<file path="src/rtl/sort4_alu_ctrl.sv">
// sort4_alu_ctrl: sequential 4-entry bubble sorter driving an external combinational ALU for compares
module sort4_alu_ctrl #(
  parameter int WIDTH   = 4,
  parameter bit SIGNED  = 1'b0,
  parameter bit DESCEND = 1'b0
) (
  input  logic             clk,
  input  logic             rst_n,
  input  logic             start_i,
  input  logic [WIDTH-1:0] x0_i,
  input  logic [WIDTH-1:0] x1_i,
  input  logic [WIDTH-1:0] x2_i,
  input  logic [WIDTH-1:0] x3_i,
  output logic             busy_o,
  output logic             done_o,
  output logic [WIDTH-1:0] s0_o,
  output logic [WIDTH-1:0] s1_o,
  output logic [WIDTH-1:0] s2_o,
  output logic [WIDTH-1:0] s3_o,
  output logic [WIDTH-1:0] alu_a_o,
  output logic [WIDTH-1:0] alu_b_o,
  output logic [2:0]       alu_m_o,
  input  logic [WIDTH-1:0] alu_y_i,
  input  logic             alu_cf_i,
  input  logic             alu_of_i,
  input  logic             alu_zf_i
);
  typedef enum logic {IDLE, SORT} state_t;
  state_t           state_q, state_d;
  logic [2:0]       step_q, step_d;
  logic [WIDTH-1:0] r_q [4];
  logic [WIDTH-1:0] r_d [4];
  logic             busy_q, busy_d, done_q, done_d;
  logic [1:0]       j, k;
  logic             lt;
  logic             unused_dbg;
  // zero flag and low result bits are carried for debug only
  assign unused_dbg = ^{alu_zf_i, alu_y_i};
  assign j = (state_q == IDLE) ? 2'd0 :
             (step_q == 3'd1 || step_q == 3'd4) ? 2'd1 :
             (step_q == 3'd2) ? 2'd2 : 2'd0;
  assign k = j + 2'd1;
  // ALU computes a-b; a<b means the pair is out of order in either direction
  assign alu_a_o = DESCEND ? r_q[j] : r_q[k];
  assign alu_b_o = DESCEND ? r_q[k] : r_q[j];
  assign alu_m_o = 3'b001;
  assign lt      = SIGNED ? (alu_y_i[WIDTH-1] ^ alu_of_i) : alu_cf_i;
  always_comb begin
    state_d = state_q;
    step_d  = step_q;
    r_d     = r_q;
    busy_d  = busy_q;
    done_d  = 1'b0;
    if (state_q == IDLE && start_i) begin
      r_d     = '{x0_i, x1_i, x2_i, x3_i};
      step_d  = 3'd0;
      busy_d  = 1'b1;
      state_d = SORT;
    end else if (state_q == SORT) begin
      r_d[j] = lt ? r_q[k] : r_q[j];
      r_d[k] = lt ? r_q[j] : r_q[k];
      step_d = step_q + 3'd1;
      if (step_q == 3'd5) begin
        step_d  = 3'd0;
        state_d = IDLE;
        busy_d  = 1'b0;
        done_d  = 1'b1;
      end
    end
  end
  always_ff @(posedge clk) begin
    if (!rst_n) begin
      state_q <= IDLE;
      step_q  <= 3'd0;
      r_q     <= '{default: '0};
      busy_q  <= 1'b0;
      done_q  <= 1'b0;
    end else begin
      state_q <= state_d;
      step_q  <= step_d;
      r_q     <= r_d;
      busy_q  <= busy_d;
      done_q  <= done_d;
    end
  end
  assign busy_o = busy_q;
  assign done_o = done_q;
  assign s0_o   = r_q[0];
  assign s1_o   = r_q[1];
  assign s2_o   = r_q[2];
  assign s3_o   = r_q[3];
endmodule
</file>
<file path="config.mk">
export PLATFORM = sky130hd
export DESIGN_NAME = sort4_alu_ctrl
export DESIGN_NICKNAME = d
export VERILOG_FILES = /design/src/rtl/sort4_alu_ctrl.sv
export SDC_FILE = /design/constraint.sdc
export NUM_CORES = 1
export LEC_CHECK = 0
export CAP_MARGIN = 5
export CORE_UTILIZATION = 44
export DETAILED_ROUTE_END_ITERATION = 7
export DONT_BUFFER_PORTS = 1
export PLACE_DENSITY_LB_ADDON = 0.05
export SETUP_SLACK_MARGIN = 0.5
export SYNTH_ARGS = -nofsm -noshare
export SYNTH_HDL_FRONTEND = slang
export SYNTH_SLANG_ARGS = --single-unit
</file>
<file path="constraint.sdc">
create_clock -name clk -period 2.62 [get_ports clk]
set_clock_uncertainty 0.15 [all_clocks]
set_input_delay 0.393 -clock clk [delete_from_list [all_inputs] [get_ports clk]]
set_output_delay 0.393 -clock clk [all_outputs]
set_load 0.02 [all_outputs]
</file>
==> results of run 1 <==
state kept, by name (all words and copies together) (netlist names):
name     count
s3_o         4
state_q      1
s0_o         4
done_o       1
step_q       3
busy_o       1
s1_o         4
s2_o         4
worst max-delay path by stage:
| stage | startpoint | to | slack (ns) | depth (start not counted) |
|---|---|---|---|---|
| floorplan | step_q[0] | s0_o[2] | 0.25 | 8 |
| global placement | step_q[2] | alu_a_o[2] | 0.24 | 5 |
| detailed placement | step_q[2] | alu_a_o[2] | 0.21 | 5 |
| CTS | state_q | alu_a_o[2] | 0.15 | 5 |
| global route | state_q | alu_a_o[2] | 0.07 | 5 |
| finish | state_q | alu_a_o[2] | 0.14 | 5 |
where the power goes:
group          internal (mW)  total (mW)  switching [mW]
combinational          0.148       0.305           0.158
sequential             0.353       0.405          0.0526
clock                  0.109       0.235           0.126
total                  0.610       0.946           0.337
cell type report:
cell class / count / area [sq um]
Timing Repair Buffer: 46 / 449
Fill cell: 335 / 1490
Tap cell: 50 / 62.6
Sequential cell: 22 / 457
Clock buffer: 4 / 45.0
Inverter: 7 / 28.8
Multi-Input combinational cell: 201 / 1530
per-stage QoR:
step,hold WS [ns],total power [mW],util
detailed placement,0.366,0.630,0.504
finish,0.0782,0.946,0.633
CTS,0.0767,0.911,0.598
global route,0.0835,0.981,0.633
global placement,0.364,0.626,0.504
floorplan,0.365,0.571,-
worst max-delay path, stage by stage (launching register included):
cell and delay, ns:
dfxtp_2 0.36, or2b_1 0.28, nor2_4 0.15, ha_4 0.17
mux4_2 0.55, buf_12 0.16
logic make-up after synthesis:
group / Yosys count
AOI/OAI and AO/OA: 96
adders and majority gates: 4
buffers and inverters: 26
muxes: 8
DFF: 22
other: 2
xor gates and xnor gates: 2
and+or+nand+nor: 88
layout by cell type (no fill, tap or decap), types with 2 or more instances in the layout:
cell type	synthesis	routed
a21boi_0	4	3
a21o_1	5	5
a21oi_1	14	9
a21oi_2	0	5
a222oi_1	4	4
a22o_1	4	4
a22oi_1	4	4
a32oi_2	0	3
and2_1	4	4
and3b_1	4	4
buf_12	0	3
buf_4	3	30
buf_6	1	11
clkbuf_8	0	3
conb_1	2	3
dfxtp_1	22	15
dfxtp_2	0	4
dfxtp_4	0	3
ha_4	0	3
inv_1	7	5
mux2i_1	4	4
mux4_2	4	4
nand2_1	21	20
nand2b_1	2	2
nand3_1	9	9
nand4b_1	2	2
nor2_1	19	18
nor2b_1	14	13
nor4bb_4	0	2
o211ai_1	8	8
o21a_2	0	4
o21ai_0	33	19
o21ai_1	0	10
o21ai_2	0	4
o22ai_1	4	4
o31ai_1	4	4
or3_1	2	2
cell usage after synthesis (2+ instances only):
master    count
a222oi_1      4
o21ai_0      33
o211ai_1      8
nor2_1       19
and3b_1       4
clkbuf_1     13
o22ai_1       4
or3_1         2
a21oi_1      14
o21a_1        4
buf_4         3
a32oi_1       4
ha_1          4
a22o_1        4
mux2i_1       4
nand3_1       9
inv_1         7
nor2b_1      14
nor4bb_1      4
mux4_2        4
conb_1        2
and2_1        4
nand4b_1      2
a21o_1        5
o31ai_1       4
a211oi_2      2
dfxtp_1      22
a21boi_0      4
nand2b_1      2
buf_2         2
nand2_1      21
a22oi_1       4
per-layer routing:
layer	GRT usage	part of all wire	vias to the layer above
met1	0.396	0.42	1026
met2	0.479	0.48	99
li1	-	-	984
met4	0.112	0.019	0
met3	0.0439	0.090	11
met5	0	0	-
what timing repair did:
item / in CTS / in global routing
buffers inserted: 22 / 6
cloned: 0 / 1
setup endpoints to repair: 24 / 24
resized for setup: 55 / 16
pin swaps: 26 / 8
==> metrics.yaml, run 1 <==
route:
  post_drt_wl_per_cell_um: 19.8
  dr.pass1.iters: 4
  drtAntennaViolNets: 0
  vias: 2120
  drc: 0
  drt_iter0_drc: 220
  viasPerCell: 6.42
  wl_um: 6550
synthesis:
  syn_area_per_cell_sq_um: 7.64
  synth_top_cells_by_area: "dfxtp_1 (23%), o21ai_0 (8.7%), mux4_2 (4.8%)"
  synthXorXnorAreaFrac: 0.0192
  synthCells: 248
  async_flop_share: 0
  yosys.area.top_type: "dfxtp_1"
  ys_ff_latch: 22
  synth_warnings: 0
  synth_top_family_by_area: "compound AO/OA/AOI/OAI gates"
  synth-simple-area-share: 0.256
  ys_types: 44
  seq_area_frac_synth: 0.232
  synth.mux.area_fraction: 0.0687
  synth-edff-count: 0
  synth_area_sq_um: 1890
  synth_top_area_share: 0.232
  synthAdderAreaFrac: 0.0264
  synth_compound_area_frac: 0.331
  ys.flop_type: "dfxtp_1"
power_and_ir_drop:
  p_per_area_nw_per_um2: 369
  p_leak_nw: 1.02
  peakVddDrop_v: 0.000272
clock_tree:
  cts_tree: "built"
  clock_path_buffers: 2
  cts_buffers: 3
  clk_pin_slew_ns: 0.09
  cts.sinks: 22
  cts_root_buf: "clkbuf_8"
  clk_latency_ns: 0.27
  h-tree-depth: 1
  cts_hold_buf: 0
global_routing:
  grt_max_degree: 42
  grt_usage: 0.297
  gr-total-overflow: 0
  grt_pass1_vias: 1988
  antenna_found_initial: 0
  grt_first_pass_wirelength_um: 10000
timing:
  slew_viol_final: 0
  hold_viol: 0
  rsz0062_at_grt: "yes"
  fmaxAchievable_ghz: 0.403
  setup_viol: 0
  fin_crit_ns: 2.48
  tns_ns: 0
  relSlewSlack: 0.607
  setup_ws_ns: 0.137
  max_slew.worst_pin.slew_ns: 0.588
  period_share: 0.948
floorplan:
  dieArea_sq_um: 4570
  start_util: 0.467
  fp.dieH_um: 67.6
  io_pins: 55
  num_rows: 23
  core-area_sq_um: 4060
  die_w_um: 67.6
placement:
  placed_area_sq_um: 2040
  pre_cts_ws_ns: 0.209
  place.gp.congestion: 0.917
  port_buffers: 0
  dp_hpwl_um: 4510
  placed_cells: 297
worst_setup_path:
  r2r-start: "state_q"
  r2r-end: "s2_o[2]"
  start_kind: "flip-flop"
  endpoint_kind: "output port"
  reg2regPathDepth: 8
  ff2ff_setup_slack_ns: 0.15
  worstPathArrival_ns: 1.94
  cp_max_fo: 3
  worstSetupPathType: "flip-flop to output port"
  worstPathRequired_ns: 2.08
hold_path:
  min_from: "rst_n"
  min_to: "state_q"
  hold_depth: 2
  hold_path.class: "input port to flip-flop"
run_status:
  outcome: "completed"
finish:
  area_delta_synth_final_pct: 35.5
  drive_gt1_frac: 0.339
  fin_cells: 330
  stdcell_area_sq_um: 2570
  antenna_cells: 0
  layout.nets: 311
flow_run:
  cap_viol_max_count: 0
Power figures use the tool's default switching activity.
==> run 2, diff against run 1 <==
==> constraint.sdc (replaced) <==
create_clock -name clk -period 3.05 [get_ports clk]
set_clock_uncertainty 0.15 [all_clocks]
set_input_delay 0.4575 -clock clk [delete_from_list [all_inputs] [get_ports clk]]
set_output_delay 0.4575 -clock clk [all_outputs]
set_load 0.02 [all_outputs]
==> metrics.yaml, run 2 (synthesized netlist as in run 1, its figures left out) <==
clock_tree:
  h-tree-depth: 1  # unchanged
  cts_hold_buf: 0  # unchanged
  cts_root_buf: "clkbuf_8"
  cts_buffers: 3  # unchanged
  cts_tree: "built"
  cts.sinks: 22  # unchanged
  clock_path_buffers: 2  # unchanged
  clk_pin_slew_ns: 0.09  # about the same
  clk_latency_ns: 0.27  # about the same
placement:
  placed_cells: 292  # -1.7%
  dp_hpwl_um: 4270  # -5.5%
  place.gp.congestion: 0.843  # -8.1%
  port_buffers: 0  # unchanged
route:
  drc: 0  # unchanged
  wl_um: 6050  # -7.6%
  dr.pass1.iters: 4  # unchanged
  vias: 1996  # -5.8%
  drtAntennaViolNets: 0  # unchanged
  drt_iter0_drc: 143  # -35%
  post_drt_wl_per_cell_um: 20.0  # +0.98%
  viasPerCell: 6.61  # +2.9%
flow_run:
  cap_viol_max_count: 0  # unchanged
floorplan:
  die_w_um: 67.6  # unchanged
  start_util: 0.467  # unchanged
  dieArea_sq_um: 4570  # unchanged
  core-area_sq_um: 4060  # unchanged
  fp.dieH_um: 67.6  # unchanged
  io_pins: 55  # unchanged
  num_rows: 23  # unchanged
worst_setup_path:
  worstPathArrival_ns: 1.96  # +0.02 ns
  start_kind: "flip-flop"
  worstPathRequired_ns: 2.44  # +0.36 ns
  worstSetupPathType: "flip-flop to output port"
  cp_max_fo: 5  # +2
  endpoint_kind: "output port"
global_routing:
  grt_max_degree: 42  # unchanged
  grt_pass1_vias: 1838  # -7.5%
  grt_usage: 0.271  # -0.0268
  gr-total-overflow: 0  # unchanged
  grt_first_pass_wirelength_um: 8980  # -10%
  antenna_found_initial: 0  # unchanged
timing:
  hold_viol: 0  # unchanged
  relSlewSlack: 0.628  # +0.0216
  fmaxAchievable_ghz: 0.390
  tns_ns: 0  # unchanged
  slew_viol_final: 0  # unchanged
  holdWs_ns: 0.144  # +0.0657 ns
  max_slew.worst_pin.slew_ns: 0.556  # -0.0323 ns
  period_share: 0.841
  setup_viol: 0  # unchanged
  rsz0062_at_grt: "yes"
  fin_crit_ns: 2.56
power_and_ir_drop:
  p_per_area_nw_per_um2: 357  # -3.1%
  switchingPower_uw: 263  # -22%
  p_leak_nw: 0.819  # -20%
  peakVddDrop_v: 0.000248  # -8.7%
  combPwrFrac: 0.241  # -0.082
  p_int_uw: 492  # -19%
  p_clk_frac: 0.293  # +0.044
  p_sw_frac: 0.348  # -0.00743
  p_seq_frac: 0.466  # +0.038
finish:
  area_delta_synth_final_pct: 11.5
  antenna_cells: 0  # unchanged
  drive_gt1_frac: 0.155  # -0.185
  final_cell_mix: "o21ai_0 (31), nand2_1 (21), dfxtp_1 (19)"
  final_common_cell: "o21ai_0"
  fin_cells: 302  # -8.5%
  layout.nets: 283  # -9.0%
run_status:
  outcome: "completed"
hold_path:
  hold_path.class: "input port to flip-flop"
run 2: cell count changes in the layout (fill, tap and decap cells not counted), sizes merged:
cell    change
buf        -27
clkbuf      -1
run 2: final cells by class:
type                       instances  area (sq um)
timing repair buffer              18           140
tap                               50          62.6
sequential                        22           452
inverter                           7          26.3
fill                             395          1950
multi-input combinational        201          1380
clock buffer                       4          55.1
run 2: power by group through the flow:
stage	sequential [mW]	combinational, mW	clock (mW)
6_report	0.351	0.182	0.221
4_1_cts	0.351	0.175	0.228
2_1_floorplan	0.345	0.144	0
3_5_place_dp	0.361	0.168	0
3_3_place_gp	0.360	0.165	0
5_1_grt	0.354	0.195	0.240
run 2: path summary, 6_finish.rpt:
check            start    endpoint  slack [ns]  depth (start not counted)
max          step_q[2]  alu_a_o[2]        0.49                          5
min              rst_n     s3_o[0]        0.14                          2
max reg2reg    state_q     s1_o[0]        0.60                          9
min reg2reg     busy_o      busy_o        0.50                          2
run 2: worst max-delay path, stage by stage (launching register included):
cell and delay [ns]:
dfxtp_4 0.36, buf_6 0.12, xnor2_4 0.21, nor2_4 0.07, ha_4 0.27, mux4_2 0.65
run 2: what timing repair did:
action,CTS,global route
pin swaps,3,3
gates cloned,0,0
gates resized for setup,6,9
endpoints found under the setup margin,12,19
buffers inserted,4,2
run 2: stage by stage:
stage	power [mW]	setup slack [ns]	cell area, sq um	util
after floorplan	0.489	0.508	1940	-
after detailed placement	0.529	0.403	1980	0.487
after global routing	0.789	0.451	2110	0.521
after CTS	0.754	0.478	2080	0.513
after global placement	0.524	0.427	1980	0.487
final	0.755	0.486	2110	0.521
run 2: metal layers:
metal	global-route usage	vias up	wire length, um
met5	0	-	0
met4	0.0957	0	143
met3	0.0625	17	638
met2	0.453	98	2860
met1	0.334	952	2410
li1	-	929	-
